`config.mk`:
```
export PLATFORM = sky130hd
export DESIGN_NAME = multi_dataflow_stream_monitor
export DESIGN_NICKNAME = d
export VERILOG_FILES = /design/src/rtl/multi_dataflow_stream_monitor_pkg.sv /design/src/rtl/multi_dataflow_stream_monitor_counter.sv /design/src/rtl/multi_dataflow_stream_monitor.sv
export SDC_FILE = /design/constraint.sdc
export NUM_CORES = 1
export LEC_CHECK = 0
export BUFFER_PORTS_ARGS = -buffer_cell sky130_fd_sc_hd__clkbuf_2
export CAP_MARGIN = 20
export CORE_UTILIZATION = 55
export CTS_CLUSTER_SIZE = 25
export DETAILED_ROUTE_END_ITERATION = 7
export GPL_ROUTABILITY_DRIVEN = 0
export PLACE_DENSITY_LB_ADDON = 0.12
export SLEW_MARGIN = 20
export SYNTH_ARGS = -nofsm -noshare
export SYNTH_HDL_FRONTEND = slang
export SYNTH_SLANG_ARGS = --single-unit
export TNS_END_PERCENT = 30
```
`constraint.sdc`:
```
create_clock -name clk_i -period 2.7 [get_ports clk_i]
set_clock_uncertainty 0.15 [all_clocks]
set_input_delay 0.135 -clock clk_i [delete_from_list [all_inputs] [get_ports clk_i]]
set_output_delay 0.135 -clock clk_i [all_outputs]
set_load 0.005 [all_outputs]
```
`src/rtl/multi_dataflow_stream_monitor_pkg.sv`:
```
// Shared types and defaults for the multi-channel stream monitor.
// The optional watchdog is enabled by MULTI_DATAFLOW_MONITOR_TIMEOUT_EN (see the top module).
package multi_dataflow_package;

    localparam int CNT_W_DEFAULT = 16;
    localparam int N_OUT_MAX     = 16;

    typedef enum logic [1:0] {
        ST_IDLE = 2'd0,
        ST_RUN  = 2'd1,
        ST_DONE = 2'd2
    } monitor_state_t;

    typedef struct packed {
        logic                     start;
        logic                     clear;
        logic [CNT_W_DEFAULT-1:0] target;
    } ctrl_monitor_t;

    // Status bundle sized for the largest supported configuration.
    typedef struct packed {
        logic                                    ready;
        logic                                    busy;
        logic                                    done;
        logic                                    overrun;
        logic                                    timeout;
        logic [N_OUT_MAX-1:0][CNT_W_DEFAULT-1:0] cnt;
    } flags_monitor_t;

endpackage

```
`src/rtl/multi_dataflow_stream_monitor_counter.sv`:
```
// One saturating per-channel handshake counter with target compare.
// Counts only while enabled and stops at the target; extra handshakes are reported as overrun.
module multi_dataflow_stream_counter #(
    parameter int CNT_W = 16
) (
    input  logic             clk_i,
    input  logic             rst_ni,
    input  logic             clear_i,
    input  logic             load_zero_i,
    input  logic             count_en_i,
    input  logic             watch_en_i,
    input  logic             hs_i,
    input  logic [CNT_W-1:0] target_i,
    output logic [CNT_W-1:0] cnt_o,
    output logic             eq_target_o,
    output logic             overrun_o
);

    localparam logic [CNT_W-1:0] CNT_MAX = {CNT_W{1'b1}};

    logic [CNT_W-1:0] cnt_q, cnt_d;

    assign eq_target_o = (cnt_q == target_i);
    assign overrun_o   = watch_en_i & hs_i & eq_target_o;
    assign cnt_o       = cnt_q;

    always_comb begin
        cnt_d = cnt_q;
        if (clear_i || load_zero_i) begin
            cnt_d = '0;
        end else if (count_en_i && hs_i && !eq_target_o && (cnt_q != CNT_MAX)) begin
            cnt_d = cnt_q + 1'b1;
        end
    end

    always_ff @(posedge clk_i or negedge rst_ni) begin
        if (!rst_ni) begin
            cnt_q <= '0;
        end else begin
            cnt_q <= cnt_d;
        end
    end

endmodule

```
`src/rtl/multi_dataflow_stream_monitor.sv`:
```
// Monitors N_OUT stream handshakes, sequencing IDLE/RUN/DONE against a programmed target.
// Define MULTI_DATAFLOW_MONITOR_TIMEOUT_EN to add the idle-cycle watchdog that forces DONE.
module multi_dataflow_stream_monitor
    import multi_dataflow_package::*;
#(
    parameter int N_OUT     = 2,
    parameter int CNT_W     = CNT_W_DEFAULT,
    parameter int TIMEOUT_W = 12
) (
    input  logic                   clk_i,
    input  logic                   rst_ni,
    input  logic                   clear_i,
    input  logic                   start_i,
    input  logic [CNT_W-1:0]       target_i,
    input  logic [N_OUT-1:0]       valid_i,
    input  logic [N_OUT-1:0]       ready_i,
    output logic [N_OUT*CNT_W-1:0] cnt_o,
    output logic                   busy_o,
    output logic                   ready_o,
    output logic                   done_o,
    output logic                   overrun_o,
    output logic                   timeout_o
);

    monitor_state_t   state_q, state_d;
    logic [CNT_W-1:0] target_q, target_d;
    logic             done_q, done_d;
    logic             overrun_q, overrun_d;
    logic             timeout_q, timeout_d;

    logic [N_OUT-1:0] hs;
    logic [N_OUT-1:0] eq_vec;
    logic [N_OUT-1:0] ovr_vec;
    logic             all_met;
    logic             load_zero;
    logic             wd_expire;

    assign hs        = valid_i & ready_i;
    assign all_met   = &eq_vec;
    assign load_zero = start_i && !clear_i && (state_q != ST_RUN);

    genvar gi;
    generate
        for (gi = 0; gi < N_OUT; gi++) begin : g_chan
            multi_dataflow_stream_counter #(
                .CNT_W(CNT_W)
            ) u_counter (
                .clk_i      (clk_i),
                .rst_ni     (rst_ni),
                .clear_i    (clear_i),
                .load_zero_i(load_zero),
                .count_en_i (state_q == ST_RUN),
                .watch_en_i (state_q != ST_IDLE),
                .hs_i       (hs[gi]),
                .target_i   (target_q),
                .cnt_o      (cnt_o[gi*CNT_W +: CNT_W]),
                .eq_target_o(eq_vec[gi]),
                .overrun_o  (ovr_vec[gi])
            );
        end
    endgenerate

`ifdef MULTI_DATAFLOW_MONITOR_TIMEOUT_EN
    // Expire on the edge that brings the idle count to all-ones.
    localparam logic [TIMEOUT_W-1:0] WD_LAST = {{(TIMEOUT_W-1){1'b1}}, 1'b0};

    logic [TIMEOUT_W-1:0] wd_q, wd_d;

    always_comb begin
        wd_d      = '0;
        wd_expire = 1'b0;
        if (!clear_i && (state_q == ST_RUN) && !(|hs)) begin
            wd_d      = wd_q + 1'b1;
            wd_expire = (wd_q == WD_LAST);
        end
    end

    always_ff @(posedge clk_i or negedge rst_ni) begin
        if (!rst_ni) begin
            wd_q <= '0;
        end else begin
            wd_q <= wd_d;
        end
    end
`else
    assign wd_expire = 1'b0;
    wire unused_timeout_w = ^TIMEOUT_W;
`endif

    always_comb begin
        state_d   = state_q;
        target_d  = target_q;
        done_d    = 1'b0;
        overrun_d = overrun_q | (|ovr_vec);
        timeout_d = timeout_q;
        if (clear_i) begin
            state_d   = ST_IDLE;
            overrun_d = 1'b0;
            timeout_d = 1'b0;
        end else begin
            case (state_q)
                ST_IDLE, ST_DONE: begin
                    if (start_i) begin
                        state_d  = ST_RUN;
                        target_d = target_i;
                    end
                end
                ST_RUN: begin
                    if (all_met) begin
                        state_d = ST_DONE;
                        done_d  = 1'b1;
                    end else if (wd_expire) begin
                        state_d   = ST_DONE;
                        done_d    = 1'b1;
                        timeout_d = 1'b1;
                    end
                end
                default: state_d = ST_IDLE;
            endcase
        end
    end

    always_ff @(posedge clk_i or negedge rst_ni) begin
        if (!rst_ni) begin
            state_q   <= ST_IDLE;
            target_q  <= '0;
            done_q    <= 1'b0;
            overrun_q <= 1'b0;
            timeout_q <= 1'b0;
        end else begin
            state_q   <= state_d;
            target_q  <= target_d;
            done_q    <= done_d;
            overrun_q <= overrun_d;
            timeout_q <= timeout_d;
        end
    end

    assign busy_o    = (state_q == ST_RUN);
    assign ready_o   = (state_q == ST_IDLE) || (state_q == ST_DONE);
    assign done_o    = done_q;
    assign overrun_o = overrun_q;
    assign timeout_o = timeout_q;

endmodule

```
# After elaboration in Yosys (flattened, before gate mapping)
# Cells that the tools add are included.
[op_classes] addsub=2 reduce_logical=22 bitwise_logic=7 muxes=12 eq_ne=9
[op_table] op="16-bit two-way mux" count=4
[op_table] op="16-bit by 1-bit adder with 16-bit output (second input constant)" count=2
[op_table] op="16-bit == test" count=2
[op_table] op="16-bit != test (second input constant)" count=2
[op_table] op="1-bit logical AND" count=8
[op_table] op="2-bit two-way mux" count=3
[op_table] op="3-bit != test (second input constant)" count=2
[op_table] op="2-bit nonzero test" count=3
[op_table] op="1-bit bitwise AND" count=4
[op_table] op="1-bit two-way mux" count=4
[op_table] op="2-bit one-hot mux with 2 select lines" count=1
[op_table] op="2-bit AND reduction" count=2
[op_table] op="2-bit OR reduction" count=2
[op_table] op="1-bit logical NOT" count=3
[op_table] op="3-bit AND reduction" count=1
[op_table] op="2-bit bitwise AND" count=1
[op_table] op="2-bit by 1-bit == test with 1-bit output (second input constant)" count=1
[op_table] op="2-bit == test (second input constant)" count=1
[op_table] op="2-bit logical NOT" count=1
[op_table] op="1-bit logical OR" count=2
[op_table] op="2-bit by 1-bit != test with 1-bit output (second input constant)" count=1
[op_table] op="1-bit inverter" count=1
[op_table] op="1-bit bitwise OR" count=1
[totals] output_inout_bits=37 regBits=52

# Longest topological paths before layout
[depth] word_depth=6 depth_mapped=8

# Hierarchy
# A second synthesis with hierarchy kept.
[hier_totals] hier_cells=311 area_unflattened_um2=3289.4
[by_module_without_submodules] module="multi_dataflow_stream_counter" seq_area_each_um2=400.4 instances=2 cells_each=127 area_per_inst_um2=1213.7
[by_module_without_submodules] module="multi_dataflow_stream_monitor" seq_area_each_um2=500.5 instances=1 cells_each=57 area_per_inst_um2=862.1

# Least setup slack after synthesis
# Ideal clock, no wire load.
[synth_timing] path_type="reg-to-reg" start="register g_chan[0].u_counter.cnt_q[0]" end="register g_chan[0].u_counter.cnt_q[11]" stages_incl_launch_ff=7 synth_period_minus_slack_ns=2.133 t_required_ns=2.472 setup_ns=0.078 setup_slack_ns=0.567 arrival_time_ns=1.905 cell_sequence="dfrtp_1 -> ha_1 -> nand4_1 -> nor4_1 -> or4_4 -> or4_1 -> a21oi_1"
[synth_via] elab_chain_cells=5 elab_cells_between_ends=9
[synth_rtl] element="from (decl)" line_no="multi_dataflow_stream_monitor_counter.sv:21" source="logic [CNT_W-1:0] cnt_q, cnt_d;"
[synth_rtl] element="from (signal assigned)" line_no="multi_dataflow_stream_monitor_counter.sv:40" source="cnt_q <= cnt_d;"
[synth_rtl] element="parallel branches: the longest is 5 deep, another holds 16-bit by 1-bit adder with 16-bit output"
# Several ways; the timed one is not identified. The select of a mux whose other input is x is not followed.
# A chain may end at the register's enable or synchronous reset.

# Worst setup path after layout
# Ends and elaborated chain as after synthesis.

==> results.md <==
- Worst-Skew Late Latency: 310 ps
- Post-Place Cells: 426
- WP data arrival: 2380 ps
- Reg power frac: 0.547
- Yosys cell types: 47
- Synth top area cells: dfrtp_1, mux2_2, or4_1
- Core area: 5240 um^2
- Vias in the first global route: 2553
- Status: complete, no violations
- Post-Synth Simple-Gate Area: 0.234
- Ys Warns: 0
- Leak Pwr: 1.57 nW
- Worst vdd ir: 0.000329 V
- Residual DRC: 0
- Starting DRT DRC Count: 221
- Vias per inst: 6.07
- Clock share of power: 0.287
- Gr busiest metal: met2
- Buf+Inv Stages, Crit Path: 0
- Top cell type's share of synthesized area: 0.423
- Worst Setup End Kind: flop
- Final setup viols: 0
- Count of pins over their slew limit: 0
- Top-count cell post-synth: dfrtp_1
- Tightest Hold Check Type: in2reg
- Layout Cells excl Fill: 453
- Die area: 5890 um^2
- XOR/XNOR Fraction of Synth Area: 0.0912
- Synthesized area per cell: 9.98 um^2
- Met1 Track Usage GR: 0.384
- # diodes: 0
- Worst path cell trace: ha_1, nand4_1, nor4_1, or4_4, or4_1, a21oi_1
- DP Area: 3400 um^2
- GRT Overall Usage: 0.273
- Crit-path slowest cell: or4_4
- Mux share of post-synthesis cell area: 0.0782
- Crit Path Category: reg2reg
- Crit path max fanout: 7
- Tcrit/Tclk final: 0.848
- Final Hold Vio Count: 0
- Net Sw Frac: 0.281
- Most used flip-flop cell after synthesis: dfrtp_1
- Clock transition at path regs: 90 ps
- Die X-Extent: 76.7 um
- RSZ-0062 raised after global routing: false
- Cts bufs inserted: 5
- Syn Nets: 334
- Post-Synth Adder-Cell Area: 0.00814
- PostCTS Resize Cnt: 0
- Clk sinks: 52
- Combinational share of power: 0.166
- Post-DRT Antenna Nets: 0
- Rows: 26
- Synth area leader: dfrtp_1
- Post-synthesis sequential area ratio: 0.423
- Setup WS pre-CTS: 451 ps
- Pin count of the biggest net entering global routing: 32
- EDFF count, synth: 0
- Initial Util: 0.587
- Largest family of logic cells by synthesized area: simple AND/OR/NAND/NOR gates
- Worst EP required: 2790 ps
- Compound-Gate Fraction of Synth Area: 0.117
- Tmin final: 2290 ps
- H-tree levels: 2
- Root buf cell: clkbuf_8
- Antenna violations before repair: 0
- Drt pass-1 iters: 4
- Layout cell share with drive strength beyond 1: 0.266
- Cell family with most CP delay: simple AND/OR/NAND/NOR gates
- Reg2reg start: g_chan[0].u_counter.cnt_o[0]
- Routed wire per std cell: 16.9 um
- Worst Setup Slack, final: 411 ps
- Max Cap Viol: 0
- GR Util met3: 0.0452
- Layout Nets: 408
- Post-Syn Area: 3070 um^2
- Die Height: 76.7 um
- Wirelength, routed: 7660 um
- Top cells by count, synth: dfrtp_1, a21oi_1, nand2_1, or4_1, o31ai_1
- Synthesized instance count: 308
- Area growth from synthesis to layout: 20.0%
- CTS Buffer Depth: 2
- Grt met2 use: 0.446
- Ys async rst share: 1.00
- Hold_sp: valid_i[0]
- Internal power: 1.19 mW
- WHS: 3.53 ps
- Port Buffer Count: 59
- CTS tree: built
- Psw: 0.465 mW
- # IOs: 61
- Crit path launch type: flop
- Final instance area: 3690 um^2
- Max incr delay on CP: 530 ps
- First-pass GRT wire length: 12800 um
- Critical path origin: g_chan[0].u_counter.cnt_o[0]
- Fmax: 0.437 GHz
- Hpwl dp: 5290 um
- #FFs+latches synth: 52
- Power Density: 450 nW/um^2
- Vias post-DR: 2748
- Final setup TNS: 0 ps
- Overflow after GRT: 0
final cells by class:
type                       count  area, um^2
sequential                    52        1300
timing repair buffer          86         546
fill                         412        1550
inverter                       6        23.8
clock inverter                 1        7.51
multi-input combinational    231        1640
clock buffer                   7        86.3
tap                           70        87.6
flip-flops by register name (all words and copies together), names as in the netlist:
name / flops
g_chan.u_counter.cnt_o: 32
target_q: 16
state_q: 2
done_o: 1
overrun_o: 1
worst paths after layout:
path,to,slack (ps),cells after the start
worst max-delay path,g_chan[0].u_counter.cnt_o[11],410,6
worst min-delay path,overrun_o,4,3
worst max register to register,g_chan[0].u_counter.cnt_o[11],410,6
worst min register to register,overrun_o,390,2
max in group asynchronous,g_chan[0].u_counter.cnt_o[9],1590,3
min in group asynchronous,g_chan[1].u_counter.cnt_o[12],120,2
cell families after synthesis:
kind of cell / count (synthesis)
buffers and inverters: 25
DFF: 52
xor gates and xnor gates: 32
and+or+nand+nor: 118
AOI/OAI and AO/OA: 56
adders and majority gates: 2
muxes: 22
other: 1
routing by layer:
layer  share of wire  vias to the layer above  routed length, um
met4          0.0081                        0                 62
li1                -                     1309                  -
met5               0                        -                  0
met2            0.48                       82               3680
met3           0.052                        9                400
met1            0.46                     1348               3520
power by group through the flow:
stage	registers, mW	logic (mW)	clock network, mW
6_report	0.907	0.275	0.476
5_1_grt	0.917	0.301	0.518
4_1_cts	0.908	0.274	0.482
3_5_place_dp	0.923	0.251	0
3_3_place_gp	0.921	0.246	0
2_1_floorplan	0.899	0.183	0
stage by stage:
stage	power, mW	utilization
2_1_floorplan	1.08	-
3_3_place_gp	1.17	0.650
6_report	1.66	0.704
5_1_grt	1.74	0.704
3_5_place_dp	1.17	0.650
4_1_cts	1.66	0.704
worst min-delay path, cell delays in order:
cell and delay [ps]:
clkbuf_2 90, a32oi_1 90, o22ai_1 100
layout by cell type (no fill, tap or decap), drive strengths merged, types with 18 or more instances in the layout:
master and count:
a21oi 22, clkbuf 66, or4 22, o31ai 18
dlygate4sd3 19, nand2 21, dfrtp 52
what timing repair did:
item | in CTS | in global routing
hold endpoints to repair | 36 | 0
hold buffers | 19 | 0
buffers inserted | 0 | 0
Note: power is estimated with default switching activity, not from simulation.
